### config.mk
export PLATFORM = sky130hd
export DESIGN_NAME = regfile_port_arbiter
export DESIGN_NICKNAME = d
export VERILOG_FILES = /design/src/rtl/regfile_port_arbiter.sv
export SDC_FILE = /design/constraint.sdc
export NUM_CORES = 1
export LEC_CHECK = 0
export BUFFER_PORTS_ARGS = -buffer_cell sky130_fd_sc_hd__buf_2
export CORE_MARGIN = 4
export CORE_UTILIZATION = 40
export DETAILED_ROUTE_END_ITERATION = 16
export PLACE_DENSITY = 0.81
export SYNTH_ARGS = -nofsm -noshare
export SYNTH_HDL_FRONTEND = slang
export SYNTH_SLANG_ARGS = --single-unit
### constraint.sdc
create_clock -name clk -period 2.2 [get_ports clk]
set_input_delay 0.11 -clock clk [delete_from_list [all_inputs] [get_ports clk]]
set_output_delay 0.11 -clock clk [all_outputs]
set_load 0.005 [all_outputs]
### src/rtl/regfile_port_arbiter.sv
// Round-robin arbiter sharing one register-file port set among N_REQ requesters.
// Supports locked multi-cycle ownership and returns registered read data.
module regfile_port_arbiter #(
    parameter int N_REQ    = 4,
    parameter int DATA_W   = 8,
    parameter int ADDR_W   = 3,
    parameter int MAX_HOLD = 4
) (
    input  logic                     clk,
    input  logic                     reset,
    input  logic [N_REQ-1:0]         req,
    input  logic [N_REQ-1:0]         req_lock,
    input  logic [N_REQ-1:0]         req_we,
    input  logic [N_REQ*ADDR_W-1:0]  req_wa,
    input  logic [N_REQ*DATA_W-1:0]  req_wd,
    input  logic [N_REQ*ADDR_W-1:0]  req_ra1,
    input  logic [N_REQ*ADDR_W-1:0]  req_ra2,
    output logic [N_REQ-1:0]         gnt,
    output logic [N_REQ-1:0]         rsp_valid,
    output logic [DATA_W-1:0]        rsp_rd1,
    output logic [DATA_W-1:0]        rsp_rd2,
    output logic                     rf_we3,
    output logic [ADDR_W-1:0]        rf_wa3,
    output logic [DATA_W-1:0]        rf_wd3,
    output logic [ADDR_W-1:0]        rf_ra1,
    output logic [ADDR_W-1:0]        rf_ra2,
    input  logic [DATA_W-1:0]        rf_rd1,
    input  logic [DATA_W-1:0]        rf_rd2
);

    localparam int PW = $clog2(N_REQ);
    localparam int HW = $clog2(MAX_HOLD + 1);
    localparam logic [HW-1:0] HOLD_LIM = HW'(MAX_HOLD - 1);

    logic [N_REQ-1:0]  gnt_q, gnt_d;
    logic [PW-1:0]     rr_q, rr_d;
    logic [HW-1:0]     hold_q, hold_d;
    logic [N_REQ-1:0]  rsp_valid_q;
    logic [DATA_W-1:0] rd1_q, rd2_q;

    logic [N_REQ-1:0]  act;
    logic              fire;
    logic              lock_hit;
    logic              found;

    assign act      = gnt_q & req;
    assign fire     = |act;
    assign lock_hit = |(act & req_lock);

    // gnt_q is one-hot, so at most one term of this OR-mux is active
    always_comb begin
        rf_we3 = 1'b0;
        rf_wa3 = '0;
        rf_wd3 = '0;
        rf_ra1 = '0;
        rf_ra2 = '0;
        for (int i = 0; i < N_REQ; i++) begin
            if (act[i]) begin
                rf_we3 = req_we[i];
                rf_wa3 = req_wa[i*ADDR_W +: ADDR_W];
                rf_wd3 = req_wd[i*DATA_W +: DATA_W];
                rf_ra1 = req_ra1[i*ADDR_W +: ADDR_W];
                rf_ra2 = req_ra2[i*ADDR_W +: ADDR_W];
            end
        end
    end

    always_comb begin
        gnt_d  = '0;
        rr_d   = rr_q;
        hold_d = '0;
        found  = 1'b0;
        if (lock_hit && (hold_q < HOLD_LIM)) begin
            gnt_d  = gnt_q;
            hold_d = hold_q + HW'(1);
        end else begin
            // k-th slot after rr_q is requester j when rr_q == (j-k) mod N
            for (int k = 0; k < N_REQ; k++) begin
                for (int j = 0; j < N_REQ; j++) begin
                    if (!found && req[j] &&
                        rr_q == PW'((j - k + N_REQ) % N_REQ)) begin
                        found    = 1'b1;
                        gnt_d    = '0;
                        gnt_d[j] = 1'b1;
                        rr_d     = PW'((j + 1) % N_REQ);
                    end
                end
            end
        end
    end

    always_ff @(posedge clk or posedge reset) begin
        if (reset) begin
            gnt_q       <= '0;
            rr_q        <= '0;
            hold_q      <= '0;
            rsp_valid_q <= '0;
            rd1_q       <= '0;
            rd2_q       <= '0;
        end else begin
            gnt_q       <= gnt_d;
            rr_q        <= rr_d;
            hold_q      <= hold_d;
            rsp_valid_q <= act;
            if (fire) begin
                rd1_q <= rf_rd1;
                rd2_q <= rf_rd2;
            end
        end
    end

    assign gnt       = gnt_q;
    assign rsp_valid = rsp_valid_q;
    assign rsp_rd1   = rd1_q;
    assign rsp_rd2   = rd2_q;

endmodule
# Yosys cells after proc, flatten, opt, wreduce, memory -nomap -nowiden
# Cells that the tools add are included.
dict set report totals {
  register_bits 29
  latch_bits 0
  ramBits 0
  rom_bits 0
  inputBits 98
  out_inout_bits 42
  elab_cells 149
  n_memories 0
}
dict set report op_classes {
  add_sub_neg 1
  multipliers 0
  div 0
  order_cmp 1
  n_eq_ne 3
  n_shift 0
  mux 83
  n_bitwise 3
  reduce_logical 52
}
# operator count
set ops {}
lappend ops {{2-to-1 mux 4 bit} 15}
lappend ops {{2-to-1 mux 3 bit} 13}
lappend ops {{2-to-1 mux 1 bit} 35}
lappend ops {{logical AND 1 bit} 32}
lappend ops {{2-to-1 mux 2 bit} 16}
lappend ops {{2-to-1 mux 8 bit} 4}
lappend ops {{nonzero test 16 bit} 1}
lappend ops {{zero test 1 bit} 15}
lappend ops {{bitwise AND 4 bit} 2}
lappend ops {{OR reduction 4 bit} 2}
lappend ops {{== test 2 bit (second input constant)} 2}
lappend ops {{adder 3 x 1 -> 3 bit (second input constant)} 1}
lappend ops {{< comparator 3 x 2 -> 1 bit (second input constant)} 1}
lappend ops {{== test 2 x 1 -> 1 bit (second input constant)} 1}
lappend ops {{zero test 2 bit} 1}
lappend ops {{AND reduction 2 bit} 1}
lappend ops {{NOT 1 bit} 1}

# Depth between registers and ports, before layout
dict set report logic_depth {
  ltp_word 80
  ltp_mapped 7
}

# Worst setup path after synthesis
# OpenSTA, ideal clock, no wires.
dict set report synth_timing {
  path_type {register to register}
  startpoint {register gnt_q[2], in the netlist gnt[2]}
  endpoint {register rd1_q[0], in the netlist rsp_rd1[0]}
  t_arrival_ns 1.655
  setup_slack_ns 0.420
  stages_incl_launch_ff 7
  synth_period_minus_slack_ns 1.780
  cell_sequence {dfrtp_1 > nand2_4 > inv_2 > or4_4 > buf_6 > buf_12 > mux2_4}
}
dict set report synth_via {
  elab_chain_cells 2
}
# item line_no
set synth_rtl {}
lappend synth_rtl {{start: declaration} 35} ;# logic [N_REQ-1:0] gnt_q, gnt_d;
lappend synth_rtl {{start signal: assignment} 101} ;# gnt_q <= gnt_d;
lappend synth_rtl {{bitwise AND 4 bit} 46} ;# assign act = gnt_q & req;
lappend synth_rtl {{OR reduction 4 bit} 47} ;# assign fire = |act;
lappend synth_rtl {{end signal: assignment} 106} ;# rd1_q <= rf_rd1;
lappend synth_rtl {{end: declaration} 39} ;# logic [DATA_W-1:0] rd1_q, rd2_q;
# No other way between the ends.
# A chain may end at the register's enable or synchronous reset.

# Final worst setup path
dict set report layout_timing {
  startpoint {register gnt_q[1], in the netlist gnt[1]}
  endpoint {output rf_ra1[2]}
}
dict set report layout_via {
  elab_chain_cells 4
}
# item line_no
set layout_rtl {}
lappend layout_rtl {{bitwise AND 4 bit} 46}
lappend layout_rtl {{2-to-1 mux 3 bit (3 in a row)} 58} ;# if (act[i]) begin
lappend layout_rtl {{end: declaration} 25} ;# output logic [ADDR_W-1:0] rf_ra1,
# No other way between the ends.

==> results.yml <==
worst_hold_path:
  min_path_cells: 2
  hp-class: "in -> reg"
  hold_start: "rf_rd1[3]"
  worstHoldEndpoint: "rsp_rd1[3]"
worst_setup_path:
  path_cells: "and2_1 -> nor2b_2 -> buf_4 -> a221oi_1 -> o21ai_0 -> buf_2"
  cp_slowest_stage_delay_ns: 0.41
  endpoint_kind: "output pin"
  crit_fanout: 14
  cp_data_arrival_time_ns: 1.92
  slowest_stage: "dfrtp_1"
  r2r_start: "gnt[2]"
  cp-start-kind: "flip-flop"
  cp_top_family: "simple AND/OR/NAND/NOR gates"
  critPathBufInv: 2
  path_class: "reg -> out"
  rr_endpoint: "rsp_rd1[4]"
  cp.required_ns: 2.09
  ff2ff_path_depth: 4
  r2r_slack_ns: 0.31
sta:
  worst_pin_slew_ns: 0.753
  finalHoldViolCount: 0
  period_minus_slack_ns: 2.03
  finalSetupTns_ns: 0
  setup_violations: 0
  skew_ns: 0.00571
  rsz0062_at_grt: "false"
  maxSlewHeadroom: 0.498
  max_freq_mhz: 493
  slew_viol_final: 0
  fin_crit_sh: 0.922
drt:
  first_pass_iters: 4
  wirelength_um: 5650
  route.vias.total: 2048
  ant_nets: 0
  via_per_inst: 5.31
  drc: 0
  drt-wirelength-per-cell_um: 14.6
  drtIter0Drc: 125
clocking:
  cts_max_level: 2
  clk_pin_slew_ns: 0.06
  cts_tree: "done"
  postCtsSetupBuffers: 0
  root_buffer: "clkbuf_8"
  cts_sinks: 29
  cts_made_buffers: 5
  clk_latency_ns: 0.28
  cts.path.max_buffers: 2
synth:
  synthDistinctLibCells: 30
  synth.largest_area_cell: "dfrtp_1"
  synth_nets: 296
  netlist_area_um2: 1820
  synth-edff-count: 0
  avgSynthCellArea_um2: 9.23
  synth_top_area_frac: 0.399
  netlist_top_cells_count: "o21ai_0, dfrtp_1, nand2_1"
  synth_area_leaders: "dfrtp_1, o21ai_0, a221oi_1, mux2_4, nand2_1"
  ys_warn_count: 0
  yosysSeqAreaShare: 0.399
  ys_seq_elements: 29
  synth_most_common_cell: "o21ai_0"
  yosys_most_used_dff: "dfrtp_1"
  async_reset_ff_frac: 1.00
  syn_inst: 197
placement:
  place.gp.congestion: 0.796
  post-place-cells: 377
  port_buffers: 139
  dp_hpwl_um: 4460
floorplan:
  die_h_um: 75.4
  initial_core_util: 0.415
  core_um2: 4380
  row_count: 24
  die_w_um: 75.4
  num_io_pins: 140
  dieArea_um2: 5690
global_route:
  grt_usage: 0.192
  first_global_vias: 1802
  antenna_found_initial: 0
  overflow: 0
  grt_pass1_wl_um: 8420
  grt_start_max_net_pins: 22
finish:
  final_cells: 386
  diodes: 0
  drive_above_1_share: 0.521
  nets: 432
  area_growth_pct: 45.5
  fillers: 411
pwr:
  powerDensity_nw_per_um2: 1170
  peakVddDrop_mv: 0.612
  p_leak_uw: 0.00141
outcome:
  outcome: "completed"
job:
  maxCapViolations: 0
==> final cells by class <==
| cell class | instances | area (µm²) | share of cell area |
|---|---|---|---|
| Clock buffer | 7 | 86.3 | 0.0326 |
| Clock inverter | 1 | 30.0 | 0.0114 |
| Inverter | 6 | 22.5 | 0.00851 |
| Multi-Input combinational cell | 144 | 957 | 0.362 |
| Sequential cell | 29 | 726 | 0.274 |
| Tap cell | 52 | 65.1 | 0.0246 |
| Timing Repair Buffer | 147 | 758 | 0.287 |
==> stage by stage <==
step / worst slack (ns) / cell area [µm²] / utilization / hold slack [ns] / total power [µW]
after global placement: 0.378 / 2520 / 0.574 / 0.303 / 2500
after global routing: 0.0712 / 2650 / 0.603 / 0.0504 / 3370
final: 0.172 / 2650 / 0.603 / 0.0631 / 3100
after detailed placement: 0.320 / 2520 / 0.574 / 0.291 / 2560
after floorplan: 0.420 / 1820 / - / 0.188 / 1990
after CTS: 0.0571 / 2640 / 0.603 / 0.0489 / 3140
==> layer usage <==
metal  global-route usage  wire length, µm  vias to the layer above
met5                    0                0                        -
met4               0.0408               49                        0
met3               0.0620              568                        8
met2                0.307             2740                       98
met1                0.255             2300                      951
li1                     -                -                      991
==> sequential cells by signal, indices dropped and copies added, names as in the netlist <==
| register | cells |
|---|---|
| rsp_rd1 | 8 |
| rr_q | 2 |
| rsp_valid | 4 |
| gnt | 4 |
| hold_q | 3 |
| rsp_rd2 | 8 |
==> report_power, final <==
part | total (µW) | internal [µW] | switching, µW
registers | 943 | 770 | 173
logic | 1600 | 868 | 733
clock network | 560 | 369 | 191
total | 3100 | 2010 | 1100
==> cells in the final DEF, fill, tap and decap left out, types with 2 or more instances in the layout <==
cell type and instances:
a21o_1 2, a21oi_1 4, a221oi_1 18, and2_1 4, buf_2 139, buf_4 7, clkbuf_8 6, dfrtp_1 29
inv_1 5, mux2_2 6, mux2_4 10, nand2_1 26, nand2_4 2, nand3_1 5, nor2_1 5, nor2b_1 4
o21ai_0 47
==> worst max-delay path by stage <==
| stage | start | endpoint | slack, ns | cells after the start |
|---|---|---|---|---|
| final | gnt[1] | rf_ra1[2] | 0.17 | 6 |
| after global routing | gnt[1] | rf_wd3[3] | 0.07 | 6 |
| after CTS | gnt[1] | rf_ra1[2] | 0.06 | 6 |
| after detailed placement | gnt[2] | rsp_rd2[6] | 0.32 | 4 |
| after global placement | gnt[2] | rsp_rd2[4] | 0.38 | 4 |
| after floorplan | gnt[2] | rsp_rd1[0] | 0.42 | 6 |
==> worst register-to-register path: stages (launching register included) <==
cell,delay [ns]
dfrtp_1,0.44
nand2_4,0.10
inv_2,0.14
or4_4,0.73
mux2_4,0.36
==> timing repair <==
| item | 4_1_cts | 5_1_grt |
|---|---|---|
| gates resized for setup | 0 | 1 |
| hold buffers | 1 | 0 |
| endpoints found under the setup margin | 0 | 13 |
| hold endpoints to repair | 20 | 0 |
==> logic make-up (layout without fill, tap and decap cells) <==
family / count (synthesis) / count (layout) / share of synthesized area
AO/OA/AOI/OAI: 77 / 77 / 0.264
AND/OR/NAND/NOR: 50 / 50 / 0.134
flip-flops: 29 / 29 / 0.399
buffers and inverters: 24 / 161 / 0.0757
multiplexers: 16 / 16 / 0.120
adder cells (fa/ha/maj): 1 / 1 / 0.00688
Note: power is estimated with default switching activity, not from simulation.
